==> src/rtl/branch_resolver_if.sv <==
// Bundles the branch resolver's fetch-side, s4-side and branch-table write signals.
// Optional statistics outputs exist only when BR_RESOLVER_STATS_EN is defined.
interface branch_resolver_if;
  logic        stall;
  logic        valid_s1;
  logic [31:0] inst_adress_s1;
  logic        p_s1;
  logic        hit_s1;
  logic [31:0] b_dest_out;
  logic        is_branch_s4;
  logic        taken_s4;
  logic [31:0] target_s4;
  logic        write_rp;
  logic        write_rt;
  logic        deviated_s4;
  logic [31:0] b_dest_in;
  logic [31:0] inst_adress_s4;
  logic        flush;
  logic [31:0] redirect_pc;
`ifdef BR_RESOLVER_STATS_EN
  logic [15:0] br_count;
  logic [15:0] mp_count;

  modport master (
    output stall, valid_s1, inst_adress_s1, p_s1, hit_s1, b_dest_out,
           is_branch_s4, taken_s4, target_s4,
    input  write_rp, write_rt, deviated_s4, b_dest_in, inst_adress_s4,
           flush, redirect_pc, br_count, mp_count
  );
  modport slave (
    input  stall, valid_s1, inst_adress_s1, p_s1, hit_s1, b_dest_out,
           is_branch_s4, taken_s4, target_s4,
    output write_rp, write_rt, deviated_s4, b_dest_in, inst_adress_s4,
           flush, redirect_pc, br_count, mp_count
  );
`else
  modport master (
    output stall, valid_s1, inst_adress_s1, p_s1, hit_s1, b_dest_out,
           is_branch_s4, taken_s4, target_s4,
    input  write_rp, write_rt, deviated_s4, b_dest_in, inst_adress_s4,
           flush, redirect_pc
  );
  modport slave (
    input  stall, valid_s1, inst_adress_s1, p_s1, hit_s1, b_dest_out,
           is_branch_s4, taken_s4, target_s4,
    output write_rp, write_rt, deviated_s4, b_dest_in, inst_adress_s4,
           flush, redirect_pc
  );
`endif
endinterface

==> src/rtl/branch_resolver.sv <==
// Carries branch-table predictions from fetch to s4, resolves them, updates the table
// and flushes on mispredict. BR_RESOLVER_STATS_EN adds saturating branch/mispredict counters.
module branch_resolver (
  input  logic             clk,
  input  logic             rst,
  branch_resolver_if.slave br
);
  typedef enum logic {IDLE, FLUSH} state_t;

  typedef struct packed {
    logic        valid;
    logic        p;
    logic        hit;
    logic [31:0] dest;
    logic [31:0] pc;
  } stage_t;

  state_t      state_reg, state_next;
  stage_t      stage_reg  [2:4];
  stage_t      stage_next [2:4];
  logic [31:0] redirect_reg, redirect_next;
  logic        act, pt, tgt_mismatch, mispredict;

  assign act          = stage_reg[4].valid & br.is_branch_s4 & ~br.stall;
  assign pt           = stage_reg[4].hit & stage_reg[4].p;
  assign tgt_mismatch = stage_reg[4].dest != br.target_s4;
  assign mispredict   = act & ((br.taken_s4 ^ pt) | (br.taken_s4 & pt & tgt_mismatch));

  assign br.write_rt       = act & br.taken_s4 & (~stage_reg[4].hit | tgt_mismatch);
  assign br.write_rp       = act & (stage_reg[4].hit | br.taken_s4);
  assign br.deviated_s4    = br.taken_s4;
  assign br.b_dest_in      = br.target_s4;
  assign br.inst_adress_s4 = stage_reg[4].pc;
  assign br.redirect_pc    = redirect_reg;

  // Fetch is ignored on the detecting edge and on the FLUSH edge; older stages are squashed.
  always_comb begin
    stage_next[2]       = '{valid: br.valid_s1, p: br.p_s1, hit: br.hit_s1,
                            dest: br.b_dest_out, pc: br.inst_adress_s1};
    stage_next[2].valid = br.valid_s1 & (state_reg == IDLE) & ~mispredict;
  end

  generate
    for (genvar gi = 3; gi <= 4; gi++) begin : g_shift
      always_comb begin
        stage_next[gi]       = stage_reg[gi-1];
        stage_next[gi].valid = stage_reg[gi-1].valid & ~mispredict;
      end
    end
  endgenerate

  always_ff @(posedge clk or posedge rst) begin
    if (rst) begin
      for (int i = 2; i <= 4; i++) stage_reg[i] <= '0;
    end else if (!br.stall) begin
      for (int i = 2; i <= 4; i++) stage_reg[i] <= stage_next[i];
    end
  end

  always_ff @(posedge clk or posedge rst) begin
    if (rst) begin
      state_reg    <= IDLE;
      redirect_reg <= '0;
    end else begin
      state_reg    <= state_next;
      redirect_reg <= redirect_next;
    end
  end

  // FLUSH always lasts one cycle, independent of stall.
  always_comb begin
    state_next    = state_reg;
    redirect_next = redirect_reg;
    br.flush      = 1'b0;
    case (state_reg)
      IDLE: begin
        if (mispredict) begin
          state_next    = FLUSH;
          redirect_next = br.taken_s4 ? br.target_s4 : stage_reg[4].pc + 32'd4;
        end
      end
      FLUSH: begin
        br.flush   = 1'b1;
        state_next = IDLE;
      end
      default: state_next = IDLE;
    endcase
  end

`ifdef BR_RESOLVER_STATS_EN
  logic [15:0] br_count_reg, mp_count_reg;

  always_ff @(posedge clk or posedge rst) begin
    if (rst) begin
      br_count_reg <= '0;
      mp_count_reg <= '0;
    end else begin
      if (act && br_count_reg != 16'hFFFF) br_count_reg <= br_count_reg + 16'd1;
      if (mispredict && mp_count_reg != 16'hFFFF) mp_count_reg <= mp_count_reg + 16'd1;
    end
  end

  assign br.br_count = br_count_reg;
  assign br.mp_count = mp_count_reg;
`endif
endmodule

==> src/flat_wrapper.sv <==
// flat-port wrapper written by rule: the top's interface ports become plain ports
module branch_resolver_flat 
  (clk, rst, br_stall, br_valid_s1, br_inst_adress_s1, br_p_s1, br_hit_s1, br_b_dest_out, br_is_branch_s4, br_taken_s4, br_target_s4, br_write_rp, br_write_rt, br_deviated_s4, br_b_dest_in, br_inst_adress_s4, br_flush, br_redirect_pc);
  branch_resolver_if br_i ();
  input  logic clk;
  input  logic rst;
  input wire logic [$bits(br_i.stall)-1:0] br_stall;
  input wire logic [$bits(br_i.valid_s1)-1:0] br_valid_s1;
  input wire logic [$bits(br_i.inst_adress_s1)-1:0] br_inst_adress_s1;
  input wire logic [$bits(br_i.p_s1)-1:0] br_p_s1;
  input wire logic [$bits(br_i.hit_s1)-1:0] br_hit_s1;
  input wire logic [$bits(br_i.b_dest_out)-1:0] br_b_dest_out;
  input wire logic [$bits(br_i.is_branch_s4)-1:0] br_is_branch_s4;
  input wire logic [$bits(br_i.taken_s4)-1:0] br_taken_s4;
  input wire logic [$bits(br_i.target_s4)-1:0] br_target_s4;
  output wire logic [$bits(br_i.write_rp)-1:0] br_write_rp;
  output wire logic [$bits(br_i.write_rt)-1:0] br_write_rt;
  output wire logic [$bits(br_i.deviated_s4)-1:0] br_deviated_s4;
  output wire logic [$bits(br_i.b_dest_in)-1:0] br_b_dest_in;
  output wire logic [$bits(br_i.inst_adress_s4)-1:0] br_inst_adress_s4;
  output wire logic [$bits(br_i.flush)-1:0] br_flush;
  output wire logic [$bits(br_i.redirect_pc)-1:0] br_redirect_pc;
  assign br_i.stall = br_stall;
  assign br_i.valid_s1 = br_valid_s1;
  assign br_i.inst_adress_s1 = br_inst_adress_s1;
  assign br_i.p_s1 = br_p_s1;
  assign br_i.hit_s1 = br_hit_s1;
  assign br_i.b_dest_out = br_b_dest_out;
  assign br_i.is_branch_s4 = br_is_branch_s4;
  assign br_i.taken_s4 = br_taken_s4;
  assign br_i.target_s4 = br_target_s4;
  assign br_write_rp = br_i.write_rp;
  assign br_write_rt = br_i.write_rt;
  assign br_deviated_s4 = br_i.deviated_s4;
  assign br_b_dest_in = br_i.b_dest_in;
  assign br_inst_adress_s4 = br_i.inst_adress_s4;
  assign br_flush = br_i.flush;
  assign br_redirect_pc = br_i.redirect_pc;
  branch_resolver u_core (.clk(clk), .rst(rst), .br(br_i));
endmodule
==> config.mk <==
export PLATFORM = sky130hd
export DESIGN_NAME = branch_resolver_flat
export DESIGN_NICKNAME = d
export VERILOG_FILES = /design/src/rtl/branch_resolver_if.sv /design/src/rtl/branch_resolver.sv /design/src/flat_wrapper.sv
export SDC_FILE = /design/constraint.sdc
export NUM_CORES = 1
export LEC_CHECK = 0
export ABC_AREA = 0
export ABC_CLOCK_PERIOD_IN_PS = 11400
export CORE_MARGIN = 2
export CORE_UTILIZATION = 35
export DETAILED_ROUTE_END_ITERATION = 10
export DONT_BUFFER_PORTS = 1
export GPL_TIMING_DRIVEN = 0
export SLEW_MARGIN = 20
export SYNTH_ARGS = -nofsm -noshare
export SYNTH_HDL_FRONTEND = slang
export SYNTH_SLANG_ARGS = --single-unit
==> constraint.sdc <==
create_clock -name clk -period 11.4 [get_ports clk]
set_clock_uncertainty 0.2 [all_clocks]
set_input_delay 2.85 -clock clk [delete_from_list [all_inputs] [get_ports clk]]
set_output_delay 2.85 -clock clk [all_outputs]
set_load 0.01 [all_outputs]
==> summary.md, run 1 <==
The run finished with clean final reports. The class of the most critical hold timing path is reg2reg. STA puts the critical path data arrival time at 4.33 ns. The run gives 1202 as the non-filler instance count after layout.

The clock insertion delay at the later pin of the skew report came out at 0.53 ns. TritonCTS built the clock tree. The count of buffers added on input and output ports is 0. Across all layers, the routed design uses 5903 vias. The clock passes through at most 3 buffers. The HPWL reported at the end of detailed placement was 19800 um; the final critical delay including setup and external delays was 7.38 ns. For this design the ratio of total power to cell area is 200 nW/um^2. Wire length of the first global-routing pass: 39400 um. The cell with the biggest individual delay on the critical path is sky130_fd_sc_hd__a311oi_1.

For the worst-case vdd ir drop, the log shows 0.120 mV. The run gives 31600 sq um as the floorplan die area. The number of antenna violations at the first check in global routing was 0; the cell depth of the worst min-delay path was 1.

For this run, the post-layout net count is 904. The endpoint of the lowest-slack register-to-register path was u_core.br.redirect_pc[14]$_DFFE_PP0P_. Summed over all layers, the routed wires come to 26300 um. The run gives 8.59 ns as the flop-to-flop setup slack. The tree is rooted in a sky130_fd_sc_hd__clkbuf_16. Of all nets on the critical path, the largest fanout is 10. Summed over all layers, the global routing overflow is 0. Net count of the mapped netlist: 872.

The detailed router put a total of 11400 um of wire on met1. After filler insertion, the fill cell instance count of the layout stands at 2890. The core footprint was 29600 sq um. Setup repair after global routing left no endpoint under its margin. On the worst path, the slowest cell contributes a delay of 0.54 ns. The worst setup path is of the in2out kind. The register with the most flip-flops in the layout has 132 of them. The required time of the critical path was 8.35 ns. After detailed routing, no signal wire sits above met4. Synthesis instantiated 33 different standard cells from the library. The synthesized design contains 0 enable-type register cells. Count of final max-slew check failures: 0. Cells with a size suffix above 1 make up 43.1% of the layout. After clock tree synthesis, the clock-pin slew on the worst setup and hold paths is 0.05 ns. Sorting the synthesized cells by how often they occur yields sky130_fd_sc_hd__dfrtp_1, sky130_fd_sc_hd__mux2_2, sky130_fd_sc_hd__buf_4, sky130_fd_sc_hd__xnor2_1, sky130_fd_sc_hd__nand2_1. In this run the biggest area consumer among cell types represents 55.5% of the synthesized area.

The endpoint of the worst hold-timing path is u_core.stage_next[79]$_DFFE_PP0N_. The cell with the most instances after synthesis was sky130_fd_sc_hd__dfrtp_1. 0 antenna diodes ended up in the layout. The mean instance size in the synthesized netlist was 13.8 sq um. For the number of DRC markers in iteration 0, the log shows 201.

By area the synthesized netlist is led by sky130_fd_sc_hd__dfrtp_1, sky130_fd_sc_hd__mux2_2, sky130_fd_sc_hd__buf_4. At the pin with the least slew margin, the transition time is 0.842 ns. The critical path goes through clkbuf_1 > clkbuf_1 > inv_1 > a311oi_1.

Global routing consumed, over all layers together, 16.7% of the routing resources. CTS saw 234 sinks. The placed instance count is 1158, and the share of the clock period used by the worst path after layout is 64.7%.

Among all flip-flop cells after synthesis, the most frequent one is sky130_fd_sc_hd__dfrtp_1. Once detail routing completed, the nets flagged for antenna violations numbered 0. The worst setup path is launched from a primary input. Synthesis handed over a netlist of 766 instances. The initial utilization of the core area, before any placement, comes to 35.6%. The routed design uses 2320 um of met3 wire. The register bit count reported by yosys works out to 234. Compared with the post-synthesis result, the final layout area differs by 13.1%. The number of cells upsized or downsized after cts was 0. Setup violations remaining at the end of the flow were counted as 0. The run gives 43.8% as the tightest slew margin relative to the limit.

Type of element capturing the critical path: an output pin. For this run, the register share of the synthesized area comes to 55.5%. The sum of met2 wire segment lengths after detailed routing is 11900 um, and the die outline height is 178 um. In this run the core area contains 63 standard-cell rows. Measured in cells, the most critical reg-to-reg path has a length of 7. The run gives 28 as the number of buffers added by the clock tree synthesis step. In the final routed layout, each cell accounts on average for 21.8 um. The run gives 1 as the H-tree depth.

The startpoint identified for the worst register-to-register timing path is u_core.stage_reg[63]$_DFFE_PP0N_. The number of hold-repair buffers added at the cts stage was 0. The static leakage power came out at 5.07 nW. Among the stages of the critical path, the cell type that occurs most often is sky130_fd_sc_hd__clkbuf_1. sky130_fd_sc_hd__dfrtp_1 takes more of the synthesized area than any other cell. For this run, asynchronously set or reset flops after synthesis account for 100%. Timing would allow up to 136 MHz.

The number of synthesis warnings was 0. After detailed routing, the number of remaining DRC violations is 0. The logs give 4 for the number of detailed-route iterations in the first pass and 10600 sq um for the area of the mapped netlist. 204 I/O pins were placed. The startpoint identified for the worst hold timing path is u_core.stage_next[79]$_DFFE_PP0N_. The tools report the via count of the first global-routing pass as 6282. Routability-driven placement finished with a final weighted congestion of 0.813.

The die is 178 um wide. The logs give 0 for the count of endpoints failing hold in the final timing report and 0 for the number of buffers inserted to repair setup after CTS. The tools report the number of maximum-capacitance violations as 0.

The routed via count divided by cell count is 4.91, and the maximum number of pins on one net before global-route repair is 99. The final core area utilization is 40.3%.
-- report_power, final --
group | switching, mW | internal [mW]
sequential | 0.178 | 0.995
combinational | 0.151 | 0.243
clock | 0.333 | 0.493
total | 0.662 | 1.73
-- per-stage QoR --
stage                     area, sq um  setup WS [ns]  hold slack [ns]  power [mW]  setup TNS (ns)
after detailed placement        11100           3.99            0.287        1.59               0
after CTS                       11900           3.97            0.300        2.42               0
final                           11900           4.02            0.296        2.39               0
after global placement          11000         -0.900            0.281        1.57         -206.86
after floorplan                 10600           1.93            0.271        1.46               0
after global routing            11900           3.81            0.305        2.52               0
-- logic make-up after synthesis --
| logic type | synth area share [%] |
|---|---|
| mux | 26.1 |
| flops | 55.5 |
| buf+inv | 6.64 |
| simple gates | 4.78 |
| xor+xnor | 4.98 |
| compound gates | 1.85 |
| fa+ha+maj | 0.237 |
-- how the worst max path moves through the flow --
stage | depth (start not counted) | to | from | slack [ns]
detailed placement | 4 | br_write_rt | br_taken_s4 | 3.99
global route | 4 | br_write_rt | br_taken_s4 | 3.81
global placement | 1 | u_core.br.redirect_pc[1]$_DFFE_PP0P_ | rst | -0.90
finish | 4 | br_write_rt | br_taken_s4 | 4.02
floorplan | 1 | u_core.br.inst_adress_s4[0]$_DFFE_PP0N_ | rst | 1.93
CTS | 4 | br_write_rt | br_taken_s4 | 3.97
-- cell usage in the layout, fill, tap and decap left out, types with 2 or more instances in the layout --
master,instances
sky130_fd_sc_hd__dfrtp_1,234
sky130_fd_sc_hd__mux2_2,204
sky130_fd_sc_hd__buf_4,65
sky130_fd_sc_hd__xnor2_1,51
sky130_fd_sc_hd__clkbuf_1,37
sky130_fd_sc_hd__nand2_1,35
sky130_fd_sc_hd__o21ai_0,29
sky130_fd_sc_hd__mux2_4,29
sky130_fd_sc_hd__clkbuf_16,29
sky130_fd_sc_hd__nor2_1,11
sky130_fd_sc_hd__nand4_1,10
sky130_fd_sc_hd__nand3_1,9
sky130_fd_sc_hd__xor2_1,9
sky130_fd_sc_hd__nor3_1,8
sky130_fd_sc_hd__inv_1,6
sky130_fd_sc_hd__and4_1,6
sky130_fd_sc_hd__clkinv_2,4
sky130_fd_sc_hd__nor4_2,3
sky130_fd_sc_hd__buf_12,3
sky130_fd_sc_hd__and3_1,3
sky130_fd_sc_hd__buf_1,2
sky130_fd_sc_hd__and2_1,2
sky130_fd_sc_hd__buf_2,2
sky130_fd_sc_hd__nand3_2,2
sky130_fd_sc_hd__mux2i_1,2
sky130_fd_sc_hd__ha_1,2
sky130_fd_sc_hd__clkbuf_8,2
sky130_fd_sc_hd__buf_16,2
-- layer usage --
metal,GRT usage (%),vias up
li1,-,2644
met1,22.4,3019
met2,26.0,205
met3,5.81,35
met4,4.03,0
met5,0,-
-- area by class of cell --
type                       count  area, sq um  area share [%]
sequential                   234         5860            49.0
multi-input combinational    424         4000            33.5
clock buffer                  39          783            6.56
buffer                       101          674            5.65
tap                          390          488            4.09
timing repair buffer           2         55.1           0.461
clock inverter                 5         50.0           0.419
inverter                       7         33.8           0.283
-- worst max-delay path, delay by kind of cell --
family | cells | cell delay, ns
buf+inv | 3 | 0.93
compound gates | 1 | 0.54
(Power assumes the default switching activity.)
==> run 2: changes to the inputs <==
Settings changed: ABC_CLOCK_PERIOD_IN_PS 11400 to 7400.
Clock period 11.4 ns to 7.4 ns, I/O delays scaled along.
==> run 2 against run 1 <==
Compared with the run above:
- sequential share of layout area fell by 0.24 points
- final area rose by 0.48%
- clock-buffer cell count did not move
- power rose by 52%
- hold slack got worse by 0.0021 ns
- register-to-register slack got worse by 4.0 ns
- critical path depth did not move
- die area did not move
- clock power rose by 49%
- largest cell class unchanged
- largest power group unchanged
- highest routed layer is now met5
==> summary.md, run 2 (synthesis gave the netlist of run 1 again) <==
Largest incremental delay on the critical path: 0.57 ns (+0.03 ns). The logs give 5860 sq um (unchanged) for the register area and 0 (unchanged) for the overflow left after global routing. For the post-place setup slack, the log shows 1.91 ns (-2.08 ns).

The run gives 3.38 ns (-0.95 ns) as the arrival time of the worst setup path. The final routed DRC violation total was 0 (unchanged); the row count was 63 (unchanged). Root buffer cell: sky130_fd_sc_hd__clkbuf_16.

Number of buffers inserted to repair setup after CTS: 0 (unchanged). The kind of cell with the highest combined delay along the critical path is buffers and inverters. The tools report the count of final max-slew check failures as 0 (unchanged).

The maximum number of pins on one net before global-route repair came out at 34 (-66%). Walking the worst path, the cells encountered are clkbuf_1 > clkbuf_1 > inv_1 > a311oi_1. The worst-case vdd ir drop was 0.187 mV (+55%); the antenna diode count was 0 (unchanged).

The H-tree depth was 1 (unchanged); the number of DRC markers in iteration 0 was 183 (-9.0%). The transition time at the pin with the least slew margin works out to 0.789 ns (-0.0534 ns). The worst setup path is launched from a primary input.

The tightest slew margin relative to the limit is 47.4% (+3.6 points), and the core footprint is 29600 sq um (unchanged). The detail-routed net length per standard cell is 21.5 um (-1.5%). The residual antenna-violating net count after detailed routing came out at 0 (unchanged). The run gives 27 (-3.6%) as the number of buffers added by the clock tree synthesis step.

For the number of detailed-route iterations in the first pass, the log shows 4 (unchanged). The tightest min-delay check is of the reg2reg type. The maximum fanout along the worst path is 10 (unchanged). The share of the clock period used by the worst path after layout came out at 73.3%. TritonCTS built the clock tree. Setup repair after global routing left no endpoint under its margin. The run gives 0 (unchanged) as the setup-violating endpoint count in the final report.

Leaving out fill and tap cells, the most frequent cells in the layout are sky130_fd_sc_hd__dfrtp_1, sky130_fd_sc_hd__mux2_2, sky130_fd_sc_hd__buf_4. The worst setup margin was 1.97 ns (-2.05 ns); the buffering stage count on the worst path with inverters included was 3 (unchanged). The total power divided by cell area is 304 nW/um^2 (+52%), and the die outline height is 178 um (unchanged).

For the via count of the first global-routing pass, the log shows 6343 (+0.97%). The top-level I/O count was 204 (unchanged); the peak clock frequency supported by timing was 184 MHz. The global routing usage summed across all routing layers came out at 16.7% (-0.033 points).

The global placer's final weighted congestion was 0.799 (-1.7%). For the total clock sinks, the log shows 234 (unchanged). The run gives 11400 um (-0.48%) as the routed length on met1. The most common cell after layout, fill and taps aside was sky130_fd_sc_hd__dfrtp_1. The highest layer touched by signal routing is met5. The largest individual stage delay along the critical path comes from the cell sky130_fd_sc_hd__a311oi_1. The flip-flop count of the largest register after layout is 132 (unchanged), and the via total after detailed routing is 5925 (+0.37%).

The area growth from synthesis to layout is 13.7%. For the aggregate routed wire length, the log shows 26000 um (-0.89%). The clock edge transition at the registers on the reported setup and hold paths came out at 0.06 ns (about the same).

The logs give 0 (unchanged) for the number of maximum-capacitance violations and 5.09 nW (+0.37%) for the static leakage power. The number of cells upsized or downsized after cts was 0 (unchanged). For the finished layout, the period the worst path requires is 5.43 ns. The logs give 0 (unchanged) for the count of endpoints failing hold in the final timing report and 11800 um (-1.1%) for the sum of met2 wire segment lengths after detailed routing. The port buffer count is 0 (unchanged), and the total met3 wirelength after detailed routing is 2370 um (+2.1%). By instance count, the cell type seen most on the critical path is sky130_fd_sc_hd__clkbuf_1. The HPWL reported at the end of detailed placement was 19900 um (+0.58%).

The run finished with clean final reports. Starting density of the core: 35.6% (unchanged). The run gives 0.54 ns (about the same) as the clock insertion delay at the later pin of the skew report. The final standard cell area without fillers was 12000 sq um (+0.48%). The fraction of layout instances using a drive strength above 1 works out to 43.7% (+0.56 points).

The post-detailed-placement cell area is 11200 sq um (+0.73%), and the routed via count divided by cell count is 4.90 (-0.29%). The number of fill cells in the layout was 2818 (-2.5%); the wire length of the first global-routing pass was 39200 um (-0.51%). The tools report the type of element capturing the critical path as an output pin. The number of hold-repair buffers added at the cts stage was 0 (unchanged). The combined area of the multi-input logic cells was 4000 sq um (unchanged); the floorplan die area was 31600 sq um (unchanged). Die span in x: 178 um (unchanged). The setup total negative slack is 0 ns (unchanged). Maximum buffer depth of the clock tree: 3 (unchanged). The number of nets in the layout was 908 (+0.44%); the number of antenna violations at the first check in global routing was 2 (+2). Required time of the critical path: 5.35 ns (-3.00 ns). By startpoint and endpoint, the worst setup path is classified as in2out.
-- run 2: changes by cell type in the layout (fill, tap and decap cells not counted) --
cell and delta:
sky130_fd_sc_hd__buf_12 +7, sky130_fd_sc_hd__inv_8 -1, sky130_fd_sc_hd__clkbuf_16 -2, sky130_fd_sc_hd__bufinv_16 -1, sky130_fd_sc_hd__clkbuf_8 +2, sky130_fd_sc_hd__buf_16 -2, sky130_fd_sc_hd__clkinv_2 +1, sky130_fd_sc_hd__inv_6 +1
sky130_fd_sc_hd__clkinvlp_4 +3
-- run 2: through the flow --
step	util, %	instances	hold WS (ns)	total power, mW
global placement	37.3	1156	0.282	2.42
detailed placement	37.8	1163	0.289	2.45
floorplan	-	766	0.271	2.25
CTS	40.5	1210	0.300	3.70
global route	40.5	1210	0.313	3.84
finish	40.5	1210	0.294	3.65
-- run 2: path summary, 6_finish.rpt --
path	start	endpoint	slack, ns	cells after the start
max in group asynchronous	rst	u_core.stage_next[57]$_DFFE_PP0N_	4.85	4
min in group asynchronous	rst	u_core.stage_next[84]$_DFFE_PP0N_	1.11	1
worst max register to register	u_core.stage_reg[63]$_DFFE_PP0N_	u_core.br.redirect_pc[10]$_DFFE_PP0P_	4.64	7
worst min register to register	u_core.stage_next[38]$_DFFE_PP0N_	u_core.stage_reg[38]$_DFFE_PP0N_	0.29	1
worst min-delay path	u_core.stage_next[38]$_DFFE_PP0N_	u_core.stage_reg[38]$_DFFE_PP0N_	0.29	1
worst max-delay path	br_taken_s4	br_write_rt	1.97	4
-- run 2: routing by layer --
layer	GRT usage, %	vias up
met1	22.1	3027
li1	-	2664
met5	0.481	-
met4	3.76	4
met3	6.21	37
met2	25.9	193
-- run 2: area by class of cell --
class                           count  share of cell area (%)
Sequential cell                   234                    48.8
Multi-Input combinational cell    424                    33.4
Clock buffer                       39                    6.34
Buffer                            101                    5.62
Tap cell                          390                    4.07
Timing Repair Buffer                7                    1.17
Clock inverter                      8                   0.407
Inverter                            7                   0.250
-- run 2: report_power, final --
part / internal (mW) / switching (mW)
clock: 0.709 / 0.523
sequential: 1.53 / 0.273
combinational: 0.379 / 0.231
